$ cat config.mk
export PLATFORM = sky130hd
export DESIGN_NAME = voting_ballot_sequencer
export DESIGN_NICKNAME = d
export VERILOG_FILES = /design/src/rtl/voting_pkg.sv /design/src/rtl/voting_tally_bank.sv /design/src/rtl/voting_ballot_sequencer.sv
export SDC_FILE = /design/constraint.sdc
export NUM_CORES = 1
export LEC_CHECK = 0
export ABC_AREA = 1
export BUFFER_PORTS_ARGS = -buffer_cell sky130_fd_sc_hd__buf_2
export CORE_MARGIN = 10
export CORE_UTILIZATION = 45
export CTS_CLUSTER_DIAMETER = 50
export DETAILED_ROUTE_END_ITERATION = 8
export RECOVER_POWER = 100
export SETUP_SLACK_MARGIN = 0.02
export SYNTH_ARGS = -nofsm -noshare
export SYNTH_HDL_FRONTEND = slang
export SYNTH_HIERARCHICAL = 1
export SYNTH_SLANG_ARGS = --single-unit
$ cat constraint.sdc
create_clock -name clk -period 3.18 [get_ports clk]
set_input_delay 0.477 -clock clk [delete_from_list [all_inputs] [get_ports clk]]
set_output_delay 0.477 -clock clk [all_outputs]
set_load 0.01 [all_outputs]
$ cat src/rtl/voting_pkg.sv
// Shared types and default sizing for the plurality voting ballot sequencer.
package voting_pkg;

  localparam int unsigned DEF_N_VOTERS = 4;
  localparam int unsigned DEF_CAND_W   = 2;
  localparam int unsigned DEF_M        = 2 ** DEF_CAND_W;
  localparam int unsigned DEF_VID_W    = $clog2(DEF_N_VOTERS);
  localparam int unsigned DEF_CNT_W    = $clog2(DEF_N_VOTERS + 1);

  typedef enum logic [1:0] {
    IDLE    = 2'd0,
    COLLECT = 2'd1,
    TALLY   = 2'd2,
    DONE    = 2'd3
  } state_e;

  typedef struct packed {
    logic [DEF_VID_W-1:0]  voter_id;
    logic [DEF_CAND_W-1:0] choice;
  } ballot_t;

endpackage

$ cat src/rtl/voting_tally_bank.sv
// Per-candidate vote counters: synchronous clear, increment by choice, indexed read.
module voting_tally_bank #(
  parameter int unsigned CAND_W = 2,
  parameter int unsigned CNT_W  = 3
) (
  input  logic              clk,
  input  logic              rst,
  input  logic              clr_i,
  input  logic              inc_i,
  input  logic [CAND_W-1:0] inc_sel_i,
  input  logic [CAND_W-1:0] rd_idx_i,
  output logic [CNT_W-1:0]  rd_cnt_o
);

  localparam int unsigned M = 2 ** CAND_W;

  logic [CNT_W-1:0] tally_q [M];
  logic [CNT_W-1:0] tally_d [M];

  always_comb begin
    for (int c = 0; c < int'(M); c++) begin
      tally_d[c] = tally_q[c];
      if (clr_i) begin
        tally_d[c] = '0;
      end else if (inc_i && (inc_sel_i == CAND_W'(c))) begin
        tally_d[c] = tally_q[c] + CNT_W'(1);
      end
    end
  end

  always_ff @(posedge clk or posedge rst) begin
    if (rst) begin
      for (int c = 0; c < int'(M); c++) tally_q[c] <= '0;
    end else begin
      for (int c = 0; c < int'(M); c++) tally_q[c] <= tally_d[c];
    end
  end

  assign rd_cnt_o = tally_q[rd_idx_i];

endmodule

$ cat src/rtl/voting_ballot_sequencer.sv
// Election round controller: ballot intake with duplicate/range rejection,
// sequential argmax scan over the tally bank, and a held result port.
module voting_ballot_sequencer
  import voting_pkg::*;
#(
  parameter int unsigned N_VOTERS = DEF_N_VOTERS,
  parameter int unsigned CAND_W   = DEF_CAND_W,
  parameter int unsigned VID_W    = DEF_VID_W,
  parameter int unsigned CNT_W    = DEF_CNT_W
) (
  input  logic              clk,
  input  logic              rst,
  input  logic              start,
  input  logic              close,
  input  logic              ballot_valid,
  output logic              ballot_ready,
  input  logic [VID_W-1:0]  ballot_voter_id,
  input  logic [CAND_W-1:0] ballot_choice,
  output logic              ballot_err,
  output logic              busy,
  output logic              result_valid,
  input  logic              result_ready,
  output logic [CAND_W-1:0] result_winner,
  output logic [CNT_W-1:0]  result_count,
  output logic [CNT_W-1:0]  result_turnout
);

  localparam int unsigned M = 2 ** CAND_W;

  state_e              state_q, state_d;
  logic [N_VOTERS-1:0] voted_q, voted_d;
  logic [CNT_W-1:0]    turnout_q, turnout_d;
  logic [CAND_W-1:0]   idx_q, idx_d;
  logic [CAND_W-1:0]   best_idx_q, best_idx_d;
  logic [CNT_W-1:0]    best_cnt_q, best_cnt_d;
  logic [CAND_W-1:0]   winner_q, winner_d;
  logic [CNT_W-1:0]    count_q, count_d;
  logic [CNT_W-1:0]    rturn_q, rturn_d;
  logic                err_q, err_d;
  logic                ready_q, busy_q, rvalid_q;
  logic                tally_clr, tally_inc;
  logic                in_range, already;
  logic [CNT_W-1:0]    rd_cnt;

  voting_tally_bank #(
    .CAND_W (CAND_W),
    .CNT_W  (CNT_W)
  ) u_bank (
    .clk       (clk),
    .rst       (rst),
    .clr_i     (tally_clr),
    .inc_i     (tally_inc),
    .inc_sel_i (ballot_choice),
    .rd_idx_i  (idx_q),
    .rd_cnt_o  (rd_cnt)
  );

  // Voter lookup is range-guarded so an out-of-range id never indexes the bitmap.
  always_comb begin
    in_range = 32'(ballot_voter_id) < N_VOTERS;
    already  = 1'b0;
    for (int v = 0; v < int'(N_VOTERS); v++) begin
      if (ballot_voter_id == VID_W'(v)) already = voted_q[v];
    end
  end

  always_comb begin
    state_d    = state_q;
    voted_d    = voted_q;
    turnout_d  = turnout_q;
    idx_d      = idx_q;
    best_idx_d = best_idx_q;
    best_cnt_d = best_cnt_q;
    winner_d   = winner_q;
    count_d    = count_q;
    rturn_d    = rturn_q;
    err_d      = 1'b0;
    tally_clr  = 1'b0;
    tally_inc  = 1'b0;
    case (state_q)
      IDLE: begin
        if (start) begin
          state_d   = COLLECT;
          voted_d   = '0;
          turnout_d = '0;
          tally_clr = 1'b1;
        end
      end
      COLLECT: begin
        if (ballot_valid) begin
          if (!in_range || already) begin
            err_d = 1'b1;
          end else begin
            tally_inc = 1'b1;
            turnout_d = turnout_q + CNT_W'(1);
            for (int v = 0; v < int'(N_VOTERS); v++) begin
              if (ballot_voter_id == VID_W'(v)) voted_d[v] = 1'b1;
            end
          end
        end
        if (close || (tally_inc && (&voted_d))) begin
          state_d    = TALLY;
          idx_d      = '0;
          best_idx_d = '0;
          best_cnt_d = '0;
        end
      end
      TALLY: begin
        if (rd_cnt > best_cnt_q) begin
          best_idx_d = idx_q;
          best_cnt_d = rd_cnt;
        end
        if (idx_q == CAND_W'(M - 1)) begin
          state_d  = DONE;
          winner_d = best_idx_d;
          count_d  = best_cnt_d;
          rturn_d  = turnout_q;
        end else begin
          idx_d = idx_q + CAND_W'(1);
        end
      end
      DONE: begin
        if (result_ready) state_d = IDLE;
      end
      default: state_d = IDLE;
    endcase
  end

  always_ff @(posedge clk or posedge rst) begin
    if (rst) begin
      state_q    <= IDLE;
      voted_q    <= '0;
      turnout_q  <= '0;
      idx_q      <= '0;
      best_idx_q <= '0;
      best_cnt_q <= '0;
      winner_q   <= '0;
      count_q    <= '0;
      rturn_q    <= '0;
      err_q      <= 1'b0;
      ready_q    <= 1'b0;
      busy_q     <= 1'b0;
      rvalid_q   <= 1'b0;
    end else begin
      state_q    <= state_d;
      voted_q    <= voted_d;
      turnout_q  <= turnout_d;
      idx_q      <= idx_d;
      best_idx_q <= best_idx_d;
      best_cnt_q <= best_cnt_d;
      winner_q   <= winner_d;
      count_q    <= count_d;
      rturn_q    <= rturn_d;
      err_q      <= err_d;
      ready_q    <= (state_d == COLLECT);
      busy_q     <= (state_d != IDLE);
      rvalid_q   <= (state_d == DONE);
    end
  end

  assign ballot_ready   = ready_q;
  assign ballot_err     = err_q;
  assign busy           = busy_q;
  assign result_valid   = rvalid_q;
  assign result_winner  = winner_q;
  assign result_count   = count_q;
  assign result_turnout = rturn_q;

endmodule

Word level (Yosys, flattened, before mapping)
Index checks and enable logic that the tools add are counted.
- add/subtract/negate cells: 6
- magnitude comparators: 2
- equality and inequality tests: 17
- mux-type cells: 50
- reduce and logical (&&, ||, !) cells: 22
- bitwise logic cells: 1
- operators with widths (operator ; count):
    3-bit 2-to-1 mux ; 15
    1-bit 2-to-1 mux ; 17
    2-bit == test, second input constant ; 8
    4-bit 2-to-1 mux ; 4
    3-bit by 1-bit adder with 3-bit output, second input constant ; 5
    2-bit 2-to-1 mux ; 7
    2-bit nonzero test ; 7
    3-bit case mux with 2 select lines ; 2
    2-bit inequality test, second input constant ; 5
    2-bit by 1-bit == test with 1-bit output, second input constant ; 4
    2-bit case mux with 2 select lines ; 2
    2-bit case mux with 4 select lines ; 1
    4-bit case mux with 2 select lines ; 1
    4-bit AND reduction ; 2
    3-bit binary-select mux with 2-bit select ; 1
    2-bit logical NOT ; 3
    2-bit AND reduction ; 3
    1-bit logical AND ; 5
    3-bit >= comparator, second input constant ; 1
    3-bit > comparator ; 1
    2-bit inverter with 3-bit output ; 1
    3-bit AND reduction ; 1
    2-bit by 1-bit adder with 2-bit output, second input constant ; 1
    1-bit logical OR ; 1
- bits of input ports: 10
- flip-flop bits (word level): 40
- output and inout port bits: 12
- word-level logic and storage cells: 115

Depth between registers and ports, before layout
- word-level depth: 14
- depth in mapped cells: 12

By module
The synthesis kept the hierarchy.
- by module, submodules not included (module ; seq. area each (um^2) ; area an instance (um^2) ; cells each ; times used):
    voting_ballot_sequencer ; 700.7 ; 1412.6 ; 173 ; 1
    voting_tally_bank ; 300.3 ; 749.5 ; 107 ; 1

Worst setup path before layout
OpenSTA, ideal clock, no wires.
- path kind: register to register
- start point: register idx_q[0]
- end point: register best_cnt_q[0]
- path slack: 1.270 ns
- stages on the path, launching flop included: 12
- library setup time: 0.117 ns
- period minus slack after synthesis: 1.910 ns
- data arrival time: 1.793 ns
- path through: dfrtp_1 > buf_2 > o211ai_1 > nand2_1 > ha_1 > a21oi_1 > o21ai_2 > nand2_2 > nor2_1 > a21oi_1 > or2_0 > nand2_1
- cells in the longest elaborated chain, start to end: 7
- RTL lines (what ; line ; RTL):
    start: declaration ; voting_ballot_sequencer.sv:33 ; logic [CAND_W-1:0] idx_q, idx_d;
    start signal: assignment ; voting_ballot_sequencer.sv:148 ; idx_q <= idx_d;
    2-bit inverter with 3-bit output (implied by the code) ; voting_tally_bank.sv:39 ; assign rd_cnt_o = tally_q[rd_idx_i];
    3-bit binary-select mux with 2-bit select ; voting_tally_bank.sv:39 ;
    3-bit 2-to-1 mux (implied by the code) (2 in a row) ; voting_tally_bank.sv:39 ;
    net rd_cnt[2] ; voting_ballot_sequencer.sv:43 ; logic [CNT_W-1:0] rd_cnt;
    3-bit > comparator ; voting_ballot_sequencer.sv:109 ; if (rd_cnt > best_cnt_q) begin
    3-bit 2-to-1 mux ; voting_ballot_sequencer.sv:109 ;
    3-bit case mux with 2 select lines ; voting_ballot_sequencer.sv:80 ; case (state_q)
    end signal: assignment ; voting_ballot_sequencer.sv:150 ; best_cnt_q <= best_cnt_d;
    end: declaration ; voting_ballot_sequencer.sv:35 ; logic [CNT_W-1:0] best_cnt_q, best_cnt_d;
The timed path passes the listed nets, and every way through them passes these cells. The select of a mux whose other input is x is not followed.
A chain may end at the register's enable or synchronous reset.

Worst setup path after layout
- start point: register idx_q[0]
- end point: register best_idx_q[0]
- cells in the longest elaborated chain, start to end: 7
- RTL lines (what ; line ; RTL):
    2-bit inverter with 3-bit output (implied by the code) ; voting_tally_bank.sv:39 ;
    3-bit binary-select mux with 2-bit select ; voting_tally_bank.sv:39 ;
    3-bit 2-to-1 mux (implied by the code) (2 in a row) ; voting_tally_bank.sv:39 ;
    net rd_cnt[2] ; voting_ballot_sequencer.sv:43 ;
    3-bit > comparator ; voting_ballot_sequencer.sv:109 ;
    2-bit 2-to-1 mux ; voting_ballot_sequencer.sv:109 ;
    2-bit case mux with 2 select lines ; voting_ballot_sequencer.sv:80 ;
    end signal: assignment ; voting_ballot_sequencer.sv:149 ; best_idx_q <= best_idx_d;
    end: declaration ; voting_ballot_sequencer.sv:34 ; logic [CAND_W-1:0] best_idx_q, best_idx_d;
The timed path passes the listed nets, and every way through them passes these cells. The select of a mux whose other input is x is not followed.

==> qor.csv <==
stage,metric,value,unit
floorplan,die area,0.00798,sq mm
timing,Worst slew margin,0.297,
place,hpwl dp,3270,um
logic_synthesis,unique cell type count in the Yosys netlist,23,
pwr,Cell Int Power,1.10,mW
floorplan,Die H,89.3,um
timing,clk_skew,0.00573,ns
floorplan,Core Area,0.00469,sq mm
worst_setup_path,WP buf/inv,0,
worst_setup_path,cells along the critical path,"a21oi_1, o21ai_0, nand2_1, ha_1, nand2_1, o21ai_0, nand2_1, o21ai_0, or2_0, nand2_1",
floorplan,Die Wd,89.3,um
timing,ratio of final minimum period to clock period,0.739,
clocking,clock root cell,clkbuf_8,
floorplan,# rows,25,
pwr,VDD IR max,0.428,mV
clocking,H-Tree Depth,2,
worst_setup_path,Reg2Reg Depth,10,
final_layout,# diodes,0,
logic_synthesis,post-synthesis cell count,280,
worst_setup_path,"Req. time, crit path",3.36,ns
clocking,clk slew on worst S/H paths,0.08,ns
logic_synthesis,yosys warns,6,
worst_setup_path,Critical Path End Type,flip-flop,
worst_setup_path,Critical Path Fanout Max,16,
route,Total Wirelength,4310,um
clocking,total clock sinks,40,
grt,first-pass GRT wire length,7310,um
timing,RSZ-0062 raised after global routing,no,
floorplan,I/O Pins,22,
timing,Final Hold Fails,0,
worst_setup_path,critical path class,flip-flop to flip-flop,
flow_run,max-cap violation count,0,
logic_synthesis,synthesized area per cell,7.72,sq um
place,port buffer count,21,
final_layout,fraction of layout cells with a size suffix above 1,0.0855,
route,WL/cell,12.1,um
grt,largest net degree at the start of global routing,29,
place,Final GP Congestion,0.852,
min_path,worst hold path type,primary input to async pin,
route,DRC viols,0,
route,drt pass-1 iters,5,
pwr,Switching Share,0.402,
clocking,maximum root-to-sink buffer count,2,
place,post-place setup slack,1.09,ns
worst_setup_path,"Largest stage delay, worst path",0.62,ns
logic_synthesis,Syn Nets,299,
clocking,CTS Buf Count,5,
timing,"Setup violations, final",0,
route,Detail Route Antenna Nets,0,
grt,GRT overflow,0,
outcome,status,finished clean,
place,dpl cell area,0.00231,sq mm
timing,Worst Max-Slew Pin Slew,1.05,ns
worst_setup_path,"Arr. time, crit path",2.53,ns
pwr,Sw Pwr,741,uW
grt,vias in the first global route,1568,
route,via count,1779,
floorplan,Initial Utilization,0.461,
worst_setup_path,Worst path depth,10,
clocking,Post-CTS Resized,0,
logic_synthesis,synthesis-stage register bit count,40,
timing,final setup margin,0.832,ns
clocking,postcts setup bufs,0,
logic_synthesis,"Seq/Total Area, Yosys",0.463,
final_layout,final net count,322,
pwr,Combinational Power Share,0.377,
grt,initial antenna violation count,0,
grt,All-Layer GR Usage,0.117,
timing,min Tclk post-route,2.35,ns
route,Via density,4.97,
worst_setup_path,startpoint types,flip-flop,
pwr,Lkg Pwr,1.26,nW
final_layout,P&R area growth vs syn,10.1,%
pwr,Clk pwr share,0.219,
timing,"Slew Viols, Final",0,
clocking,"Hold-fix buffers, CTS",0,
pwr,Flop pwr share,0.403,
logic_synthesis,mapped cell area,0.00216,sq mm
route,1st-iter DRT viols,88,
worst_setup_path,"Largest delay share family, worst path",compound AO/OA/AOI/OAI gates,
timing,Setup TNS Final,0,ns
pwr,Pwr Density,775,mW/mm^2
worst_setup_path,cell mode on critical path,nand2_1,
clocking,"Clk Latency, worst-skew pair",0.29,ns
final_layout,design area,0.00238,sq mm
worst_setup_path,slowest CP cell,dfrtp_1,
timing,Achievable Freq,0.426,GHz
clocking,CTS tree,done,
## power by group through the flow
stage	Clock [mW]	Sequential, mW	Combinational, mW
2_1_floorplan	0	0.747	0.559
3_3_place_gp	0	0.747	0.738
3_5_place_dp	0	0.750	0.756
4_1_cts	0.419	0.742	0.756
5_1_grt	0.443	0.764	0.822
6_report	0.405	0.743	0.696
## cell type report
class / count / area (sq um)
Fill cell: 452 / 2310
Sequential cell: 40 / 1000
Multi-Input combinational cell: 189 / 942
Inverter: 45 / 169
Timing Repair Buffer: 22 / 92.6
Clock buffer: 6 / 72.6
Tap cell: 54 / 67.6
Clock inverter: 2 / 35.0
## routing by layer
metal	GRT usage	part of all wire	vias to the layer above
li1	-	-	944
met1	0.164	0.50	781
met2	0.165	0.42	46
met3	0.0392	0.065	8
met4	0.0376	0.014	0
met5	0	0	-
## flip-flops by register name, summed over array words and instances (netlist names)
| signal | cells |
|---|---|
| ballot_err | 1 |
| ballot_ready | 1 |
| best_cnt_q | 3 |
| best_idx_q | 2 |
| busy | 1 |
| idx_q | 2 |
| result_count | 3 |
| result_turnout | 3 |
| result_valid | 1 |
| result_winner | 2 |
| state_q | 2 |
| turnout_q | 3 |
| u_bank/tally_q | 12 |
| voted_q | 4 |
## final timing paths
path	from	to	slack, ns
hold reg to reg	result_turnout[0]$_DFFE_PP0P_	result_turnout[0]$_DFFE_PP0P_	0.48
min in group clk	ballot_valid	ballot_err$_DFF_PP0_	0.42
setup / recovery	idx_q[0]$_DFFE_PP0P_	best_idx_q[0]$_DFFE_PP0P_	0.83
max in group asynchronous	rst	best_idx_q[0]$_DFFE_PP0P_	2.12
setup reg to reg	idx_q[0]$_DFFE_PP0P_	best_idx_q[0]$_DFFE_PP0P_	0.83
hold / removal	rst	u_bank/tally_q[1]$_DFFE_PP0P_	0.19
## cell usage after synthesis
library cell | n | area (sq um)
a21oi_2 | 1 | 8.76
o21ai_0 | 22 | 110
nand3_1 | 38 | 190
o21ai_1 | 4 | 20.0
inv_2 | 4 | 15.0
buf_2 | 6 | 30.0
ha_1 | 9 | 113
nor2_2 | 3 | 18.8
nand3b_1 | 1 | 7.51
or2_0 | 4 | 25.0
nand2_2 | 5 | 31.3
dfrtp_1 | 40 | 1000
clkinv_1 | 1 | 3.75
nor2_1 | 18 | 67.6
o211ai_1 | 3 | 22.5
o21ai_2 | 2 | 17.5
nand3_2 | 2 | 20.0
nand4_1 | 2 | 12.5
inv_1 | 40 | 150
or2_2 | 1 | 6.26
a21oi_1 | 7 | 35.0
xor2_1 | 1 | 8.76
nand2_1 | 66 | 248
## cell usage in the layout (no fill, tap or decap), drive strengths merged
cell type   n
dfrtp      40
bufinv      1
nand3      40
nor2       21
o21ai      28
nand4       2
or2         5
inv        44
o211ai      3
xor2        1
nand3b      1
clkbuf     20
a21oi       8
clkinv      2
ha          9
buf         8
nand2      71
## kinds of logic after synthesis
logic type | Yosys count | synth area share
AO/OA/AOI/OAI | 39 | 0.0990
XOR/XNOR | 1 | 0.00405
adder cells (fa/ha/maj) | 9 | 0.0521
buffers and inverters | 51 | 0.0920
flip-flops | 40 | 0.463
AND/OR/NAND/NOR | 140 | 0.290
## through the flow
| step | hold slack [ns] | util | power, mW | std cells |
|---|---|---|---|---|
| 2_1_floorplan | 0.342 | - | 1.31 | 280 |
| 3_3_place_gp | 0.450 | 0.493 | 1.48 | 350 |
| 3_5_place_dp | 0.453 | 0.493 | 1.51 | 350 |
| 4_1_cts | 0.222 | 0.516 | 1.92 | 358 |
| 5_1_grt | 0.234 | 0.507 | 2.03 | 358 |
| 6_report | 0.186 | 0.507 | 1.84 | 358 |
(Power assumes the default switching activity.)
